`src/rtl/dmem_arb_pkg.sv`:
```
// Shared types and default sizing for the data-memory arbiter.
// The optional starvation guard is enabled with DMEM_ARB_STARVE_EN.
package dmem_arb_pkg;

  localparam int DEF_ADDR_W       = 6;
  localparam int DEF_MAX_LEN      = 16;
  localparam int DEF_STARVE_LIMIT = 4;
  localparam int LEN_W            = 5;

  typedef enum logic {
    ST_IDLE  = 1'b0,
    ST_BURST = 1'b1
  } arb_state_e;

endpackage

```
`src/rtl/dmem_arb_burst_ctr.sv`:
```
// DMA burst address pointer and remaining-beat counter.
// Loads at burst start, advances once per beat, wraps at the top of memory.
module dmem_arb_burst_ctr
  import dmem_arb_pkg::*;
#(
  parameter int ADDR_W  = DEF_ADDR_W,
  parameter int MAX_LEN = DEF_MAX_LEN
) (
  input  logic              clk,
  input  logic              reset,
  input  logic              load,
  input  logic [ADDR_W-1:0] load_addr,
  input  logic [LEN_W-1:0]  load_len,
  input  logic              step,
  output logic [ADDR_W-1:0] ptr,
  output logic              last
);

  localparam logic [LEN_W-1:0] MAX_LEN_C = LEN_W'(MAX_LEN);

  logic [ADDR_W-1:0] ptr_r;
  logic [LEN_W-1:0]  remain_r;
  logic [LEN_W-1:0]  load_len_s;

  // clamp requested burst length to the supported maximum
  always_comb begin
    load_len_s = load_len;
    if (load_len > MAX_LEN_C) begin
      load_len_s = MAX_LEN_C;
    end else begin
      load_len_s = load_len;
    end
  end

  // pointer and remaining-count registers
  always_ff @(posedge clk or negedge reset) begin
    if (!reset) begin
      ptr_r    <= {ADDR_W{1'b0}};
      remain_r <= {LEN_W{1'b0}};
    end else if (load) begin
      ptr_r    <= load_addr;
      remain_r <= load_len_s;
    end else if (step) begin
      ptr_r    <= ptr_r + ADDR_W'(1'b1);
      remain_r <= remain_r - LEN_W'(1'b1);
    end else begin
      ptr_r    <= ptr_r;
      remain_r <= remain_r;
    end
  end

  assign ptr  = ptr_r;
  assign last = (remain_r == LEN_W'(1'b1));

endmodule

```
`src/rtl/dmem_arbiter.sv`:
```
// Core / DMA arbiter and burst sequencer for the single-port data memory.
// Define DMEM_ARB_STARVE_EN to force a DMA beat after STARVE_LIMIT core wins.
module dmem_arbiter
  import dmem_arb_pkg::*;
#(
  parameter int ADDR_W  = DEF_ADDR_W,
  parameter int MAX_LEN = DEF_MAX_LEN
`ifdef DMEM_ARB_STARVE_EN
  ,
  parameter int STARVE_LIMIT = DEF_STARVE_LIMIT
`endif
) (
  input  logic              clk,
  input  logic              reset,
  input  logic              c_req,
  input  logic              c_we,
  input  logic [ADDR_W-1:0] c_addr,
  input  logic [31:0]       c_wdata,
  output logic              c_gnt,
  output logic [31:0]       c_rdata,
  output logic              c_rvalid,
  input  logic              b_start,
  input  logic              b_we,
  input  logic [ADDR_W-1:0] b_addr,
  input  logic [LEN_W-1:0]  b_len,
  input  logic [31:0]       b_wdata,
  output logic              b_beat,
  output logic [31:0]       b_rdata,
  output logic              b_rvalid,
  output logic              b_busy,
  output logic              b_done,
  output logic              mem_read,
  output logic              mem_write,
  output logic [ADDR_W-1:0] mem_addr,
  output logic [31:0]       mem_wdata,
  input  logic [31:0]       mem_rdata
);

  arb_state_e        state_r, next_state_s;
  logic              dir_r;
  logic              force_s, gnt_s, beat_s, load_s, last_s;
  logic [ADDR_W-1:0] ptr_s;
  logic [31:0]       c_rdata_r, b_rdata_r;
  logic              c_rvalid_r, b_rvalid_r, b_done_r;

  dmem_arb_burst_ctr #(
    .ADDR_W  (ADDR_W),
    .MAX_LEN (MAX_LEN)
  ) u_burst_ctr (
    .clk       (clk),
    .reset     (reset),
    .load      (load_s),
    .load_addr (b_addr),
    .load_len  (b_len),
    .step      (beat_s),
    .ptr       (ptr_s),
    .last      (last_s)
  );

`ifdef DMEM_ARB_STARVE_EN
  localparam logic [2:0] STARVE_LIMIT_C = 3'(STARVE_LIMIT);
  logic [2:0] starve_cnt_r;

  // consecutive core wins while a burst is waiting
  always_ff @(posedge clk or negedge reset) begin
    if (!reset) begin
      starve_cnt_r <= 3'd0;
    end else if ((state_r != ST_BURST) || beat_s) begin
      starve_cnt_r <= 3'd0;
    end else if (gnt_s) begin
      starve_cnt_r <= starve_cnt_r + 3'd1;
    end else begin
      starve_cnt_r <= starve_cnt_r;
    end
  end

  assign force_s = (state_r == ST_BURST) && (starve_cnt_r == STARVE_LIMIT_C);
`else
  assign force_s = 1'b0;
`endif

  // arbitration, next-state logic and memory port mux
  always_comb begin
    next_state_s = state_r;
    load_s       = 1'b0;
    gnt_s        = reset && c_req && !force_s;
    beat_s       = reset && (state_r == ST_BURST) && !gnt_s;
    mem_read     = 1'b0;
    mem_write    = 1'b0;
    mem_addr     = {ADDR_W{1'b0}};
    mem_wdata    = 32'd0;
    case (state_r)
      ST_IDLE: begin
        if (b_start && (b_len != {LEN_W{1'b0}})) begin
          next_state_s = ST_BURST;
          load_s       = 1'b1;
        end else begin
          next_state_s = ST_IDLE;
        end
      end
      ST_BURST: begin
        if (beat_s && last_s) begin
          next_state_s = ST_IDLE;
        end else begin
          next_state_s = ST_BURST;
        end
      end
      default: next_state_s = ST_IDLE;
    endcase
    if (gnt_s) begin
      mem_addr  = c_addr;
      mem_read  = !c_we;
      mem_write = c_we;
      mem_wdata = c_wdata;
    end else if (beat_s) begin
      mem_addr  = ptr_s;
      mem_read  = !dir_r;
      mem_write = dir_r;
      mem_wdata = b_wdata;
    end else begin
      mem_addr  = {ADDR_W{1'b0}};
    end
  end

  // FSM state and latched burst direction
  always_ff @(posedge clk or negedge reset) begin
    if (!reset) begin
      state_r <= ST_IDLE;
      dir_r   <= 1'b0;
    end else begin
      state_r <= next_state_s;
      dir_r   <= load_s ? b_we : dir_r;
    end
  end

  // read-data capture, valid pulses and burst completion pulse
  always_ff @(posedge clk or negedge reset) begin
    if (!reset) begin
      c_rdata_r  <= 32'd0;
      b_rdata_r  <= 32'd0;
      c_rvalid_r <= 1'b0;
      b_rvalid_r <= 1'b0;
      b_done_r   <= 1'b0;
    end else begin
      c_rvalid_r <= gnt_s && !c_we;
      b_rvalid_r <= beat_s && !dir_r;
      b_done_r   <= beat_s && last_s;
      c_rdata_r  <= (gnt_s && !c_we) ? mem_rdata : c_rdata_r;
      b_rdata_r  <= (beat_s && !dir_r) ? mem_rdata : b_rdata_r;
    end
  end

  assign c_gnt    = gnt_s;
  assign b_beat   = beat_s;
  assign b_busy   = (state_r == ST_BURST);
  assign c_rdata  = c_rdata_r;
  assign c_rvalid = c_rvalid_r;
  assign b_rdata  = b_rdata_r;
  assign b_rvalid = b_rvalid_r;
  assign b_done   = b_done_r;

endmodule

```
`config.mk`:
```
export PLATFORM = sky130hd
export DESIGN_NAME = dmem_arbiter
export DESIGN_NICKNAME = d
export VERILOG_FILES = /design/src/rtl/dmem_arb_pkg.sv /design/src/rtl/dmem_arb_burst_ctr.sv /design/src/rtl/dmem_arbiter.sv
export SDC_FILE = /design/constraint.sdc
export NUM_CORES = 1
export LEC_CHECK = 0
export ABC_AREA = 1
export CAP_MARGIN = 20
export CORE_ASPECT_RATIO = 0.75
export CORE_UTILIZATION = 34
export DETAILED_ROUTE_END_ITERATION = 6
export GPL_TIMING_DRIVEN = 0
export PLACE_DENSITY_LB_ADDON = 0.12
export SYNTH_ARGS = -nofsm -noshare
export SYNTH_HDL_FRONTEND = slang
export SYNTH_SLANG_ARGS = --single-unit
export TNS_END_PERCENT = 5
```
`constraint.sdc`:
```
create_clock -name clk -period 1.3 [get_ports clk]
set_input_delay 0.195 -clock clk [delete_from_list [all_inputs] [get_ports clk]]
set_output_delay 0.195 -clock clk [all_outputs]
set_load 0.1 [all_outputs]
```
==> flow_summary.yaml <==
run_status:
  outcome: "finished with violations"
  failed_checks: "setup timing"
worst_setup_path:
  worst_path_max_delay_cell: "dfrtp_4"
  critPathKind: "reg2out"
  crit_arrival_ps: 1610
  ff2ff_setup_slack_ps: -210
  crit_path_end: "mem_wdata[24]"
  crit_required_ps: 1110
  path_cells: "nand3_4 > inv_4 > buf_8 > buf_16 > a22o_4 > buf_12"
  rr_endpoint: "u_burst_ctr.remain_r[0]"
  end_kind: "primary output"
  slowest_delay_ps: 490
  crit_start: "b_busy"
  r2r-start: "b_busy"
  reg2reg_depth: 9
  path_max_fanout: 5
  critPathLaunchType: "flop"
synthesis:
  yosysTopAreaCellShare_pct: 52.74
  yosysSeqAreaShare_pct: 52.74
  synth_top_cell_by_area: "dfrtp_1"
  synth_fp_nets: 539
  synth_top_family_by_area: "compound AO/OA/AOI/OAI gates"
  syn_area_um2: 3796
  yosysWarnings: 0
  yosys.area_share.simple_pct: 14.77
  synthCells: 417
  muxShareOfSynthArea_pct: 0
  synth_cell_types: 25
  synth_compound_area_share_pct: 20.40
  yosys-top-cells-area: "dfrtp_1, nand2_1, a22o_1, inv_1, o21ai_2"
  ys_ff_latch: 80
  synth_fa_ha_area_share_pct: 0.9888
  synth.avg_cell_area_um2: 9.103
  synth_xor_area_share_pct: 1.154
flow_run:
  max-cap-violations: 0
clock_network:
  root_buffer: "clkbuf_16"
  cts_tree: "built"
  clk_pin_slew_ps: 50
  cts_sinks: 80
  cts.htree.levels: 3
  clock_path_buffers: 2
  insertion_delay_ps: 330
  cts_buffers: 9
power:
  power.leakage_nw: 3.548
  power_density_nw_per_um2: 2493
  ir_drop_v: 0.001250
  p_total_w: 0.01818
drt:
  ant_nets: 0
  drtIter0Drc: 196
  vias: 3892
  drcViolationCount: 0
  wl_per_cell_um: 16.93
  dr.pass1.iters: 5
  via_per_inst: 4.793
  totalWireLength_mm: 13.74
placed_design:
  place_hpwl_mm: 9.793
  place_area_um2: 6511
  gp_congestion: 0.8089
  numPortBuffers: 228
  dp_slack_ps: -1561
grt:
  overflow: 0
  grt_antenna_before_repair: 0
  grt_pass1_wl_mm: 20.26
  grt_max_degree: 52
  grt_pass1_vias: 3899
  grt_use_total_pct: 23.24
die:
  dieArea_um2: 11600
  initial_core_util_pct: 34.83
  fp.dieW_um: 124.0
  fp.dieH_um: 93.51
  ioPinCount: 229
  rows: 33
  fp.coreArea_um2: 10900
sta:
  fin_ws_ps: -507.5
  slew_violations: 0
  skew_ps: 3.996
  slew_headroom_pct: 66.89
  final-hold-violation-count: 0
  fmax_mhz: 553.2
  tightest_slew_ps: 500.1
  rsz0062_at_grt: "true"
  fin_crit_sh_pct: 139.0
  period_needed_ps: 1808
  whs_ps: 207.1
  setup_viol: 55
final_layout:
  stdcell_area_um2: 7292
  n_antenna_cell: 0
  fin_nets: 790
  final_core_util_pct: 66.90
  drive_above_1_share_pct: 34.52
  area_delta_synth_final_pct: 92.09
  final_cell_mix: "clkdlybuf4s50_1, nand2_1, dfrtp_1"
  fillers: 893
  mostFrequentLayoutCell: "clkdlybuf4s50_1"
min_path:
  hp-class: "in2reg"
through the flow:
step	setup TNS (ps)	instances
detailed placement	-110780	786
global route	-23590	812
floorplan	-21490	417
global placement	-725490	785
CTS	-20770	812
finish	-20870	812
cells by family after synthesis:
kind of cell               after synthesis
and+or+nand+nor                        136
xor gates and xnor gates                 5
DFF                                     80
adders and majority gates                3
AOI/OAI and AO/OA                      114
buffers and inverters                   79
synth_stat cells, drive strengths merged:
master and n:
dfrtp 80, inv 55, o21ai 78, a21oi 1, buf 22, clkbuf 2
xor2 4, nand2 105, nand3 16, o21a 1, nand4 1, a22o 33
nor2 14, ha 3, o211ai 1, xnor2 1
what timing repair did:
action / 4_1_cts / 5_1_grt
buffers inserted: 9 / 0
setup endpoints to repair: 154 / 84
hold buffers: 2 / 0
pin swaps: 5 / 1
endpoints found under the hold margin: 29 / 0
gates resized for setup: 778 / 36
gates cloned: 1 / 0
per-layer routing:
layer  GRT usage, %  vias to the layer above  share of wire (%)
met5              0                        -                  0
met4          6.647                        0                1.2
met3          4.085                       14                5.3
met2          37.59                      125                 51
met1          31.79                     1892                 43
li1               -                     1861                  -
power by group:
part,leakage (nW),switching [W],internal (W)
registers,0.990,0.000581,0.00334
clock network,0.159,0.000926,0.00177
logic,2.40,0.00844,0.00312
area by class of cell:
type                       count  area (µm²)  area share [%]
timing repair buffer         241        2640           36.20
sequential                    80        2006           27.51
multi-input combinational    258        1700           23.32
clock buffer                  12       256.5           3.518
buffer                        23       240.2           3.294
inverter                      55       209.0           2.865
tap                          140       175.2           2.402
clock inverter                 3       65.06          0.8922
critical path, delay by kind of cell, from the launching register on:
kind	cells	cell delay, ps
compound gates	1	230
flops	1	490
buf+inv	4	470
simple gates	1	80
how the worst min path moves through the flow:
stage	start	to	slack [ps]	cells past startpoint
finish	reset	c_rvalid	210	3
detailed placement	reset	c_rdata[19]	180	1
floorplan	reset	b_done	-100	0
global placement	b_rdata[6]	b_rdata[6]	470	2
global route	reset	c_rvalid	210	3
CTS	reset	c_rvalid	200	3
registers in the layout, indices dropped and copies added, names as in the netlist:
name / count
b_done: 1
dir_r: 1
c_rdata: 32
u_burst_ctr.ptr: 6
b_rdata: 32
u_burst_ctr.remain_r: 5
c_rvalid: 1
b_rvalid: 1
b_busy: 1
No activity file was read; power rests on OpenSTA's default activity.
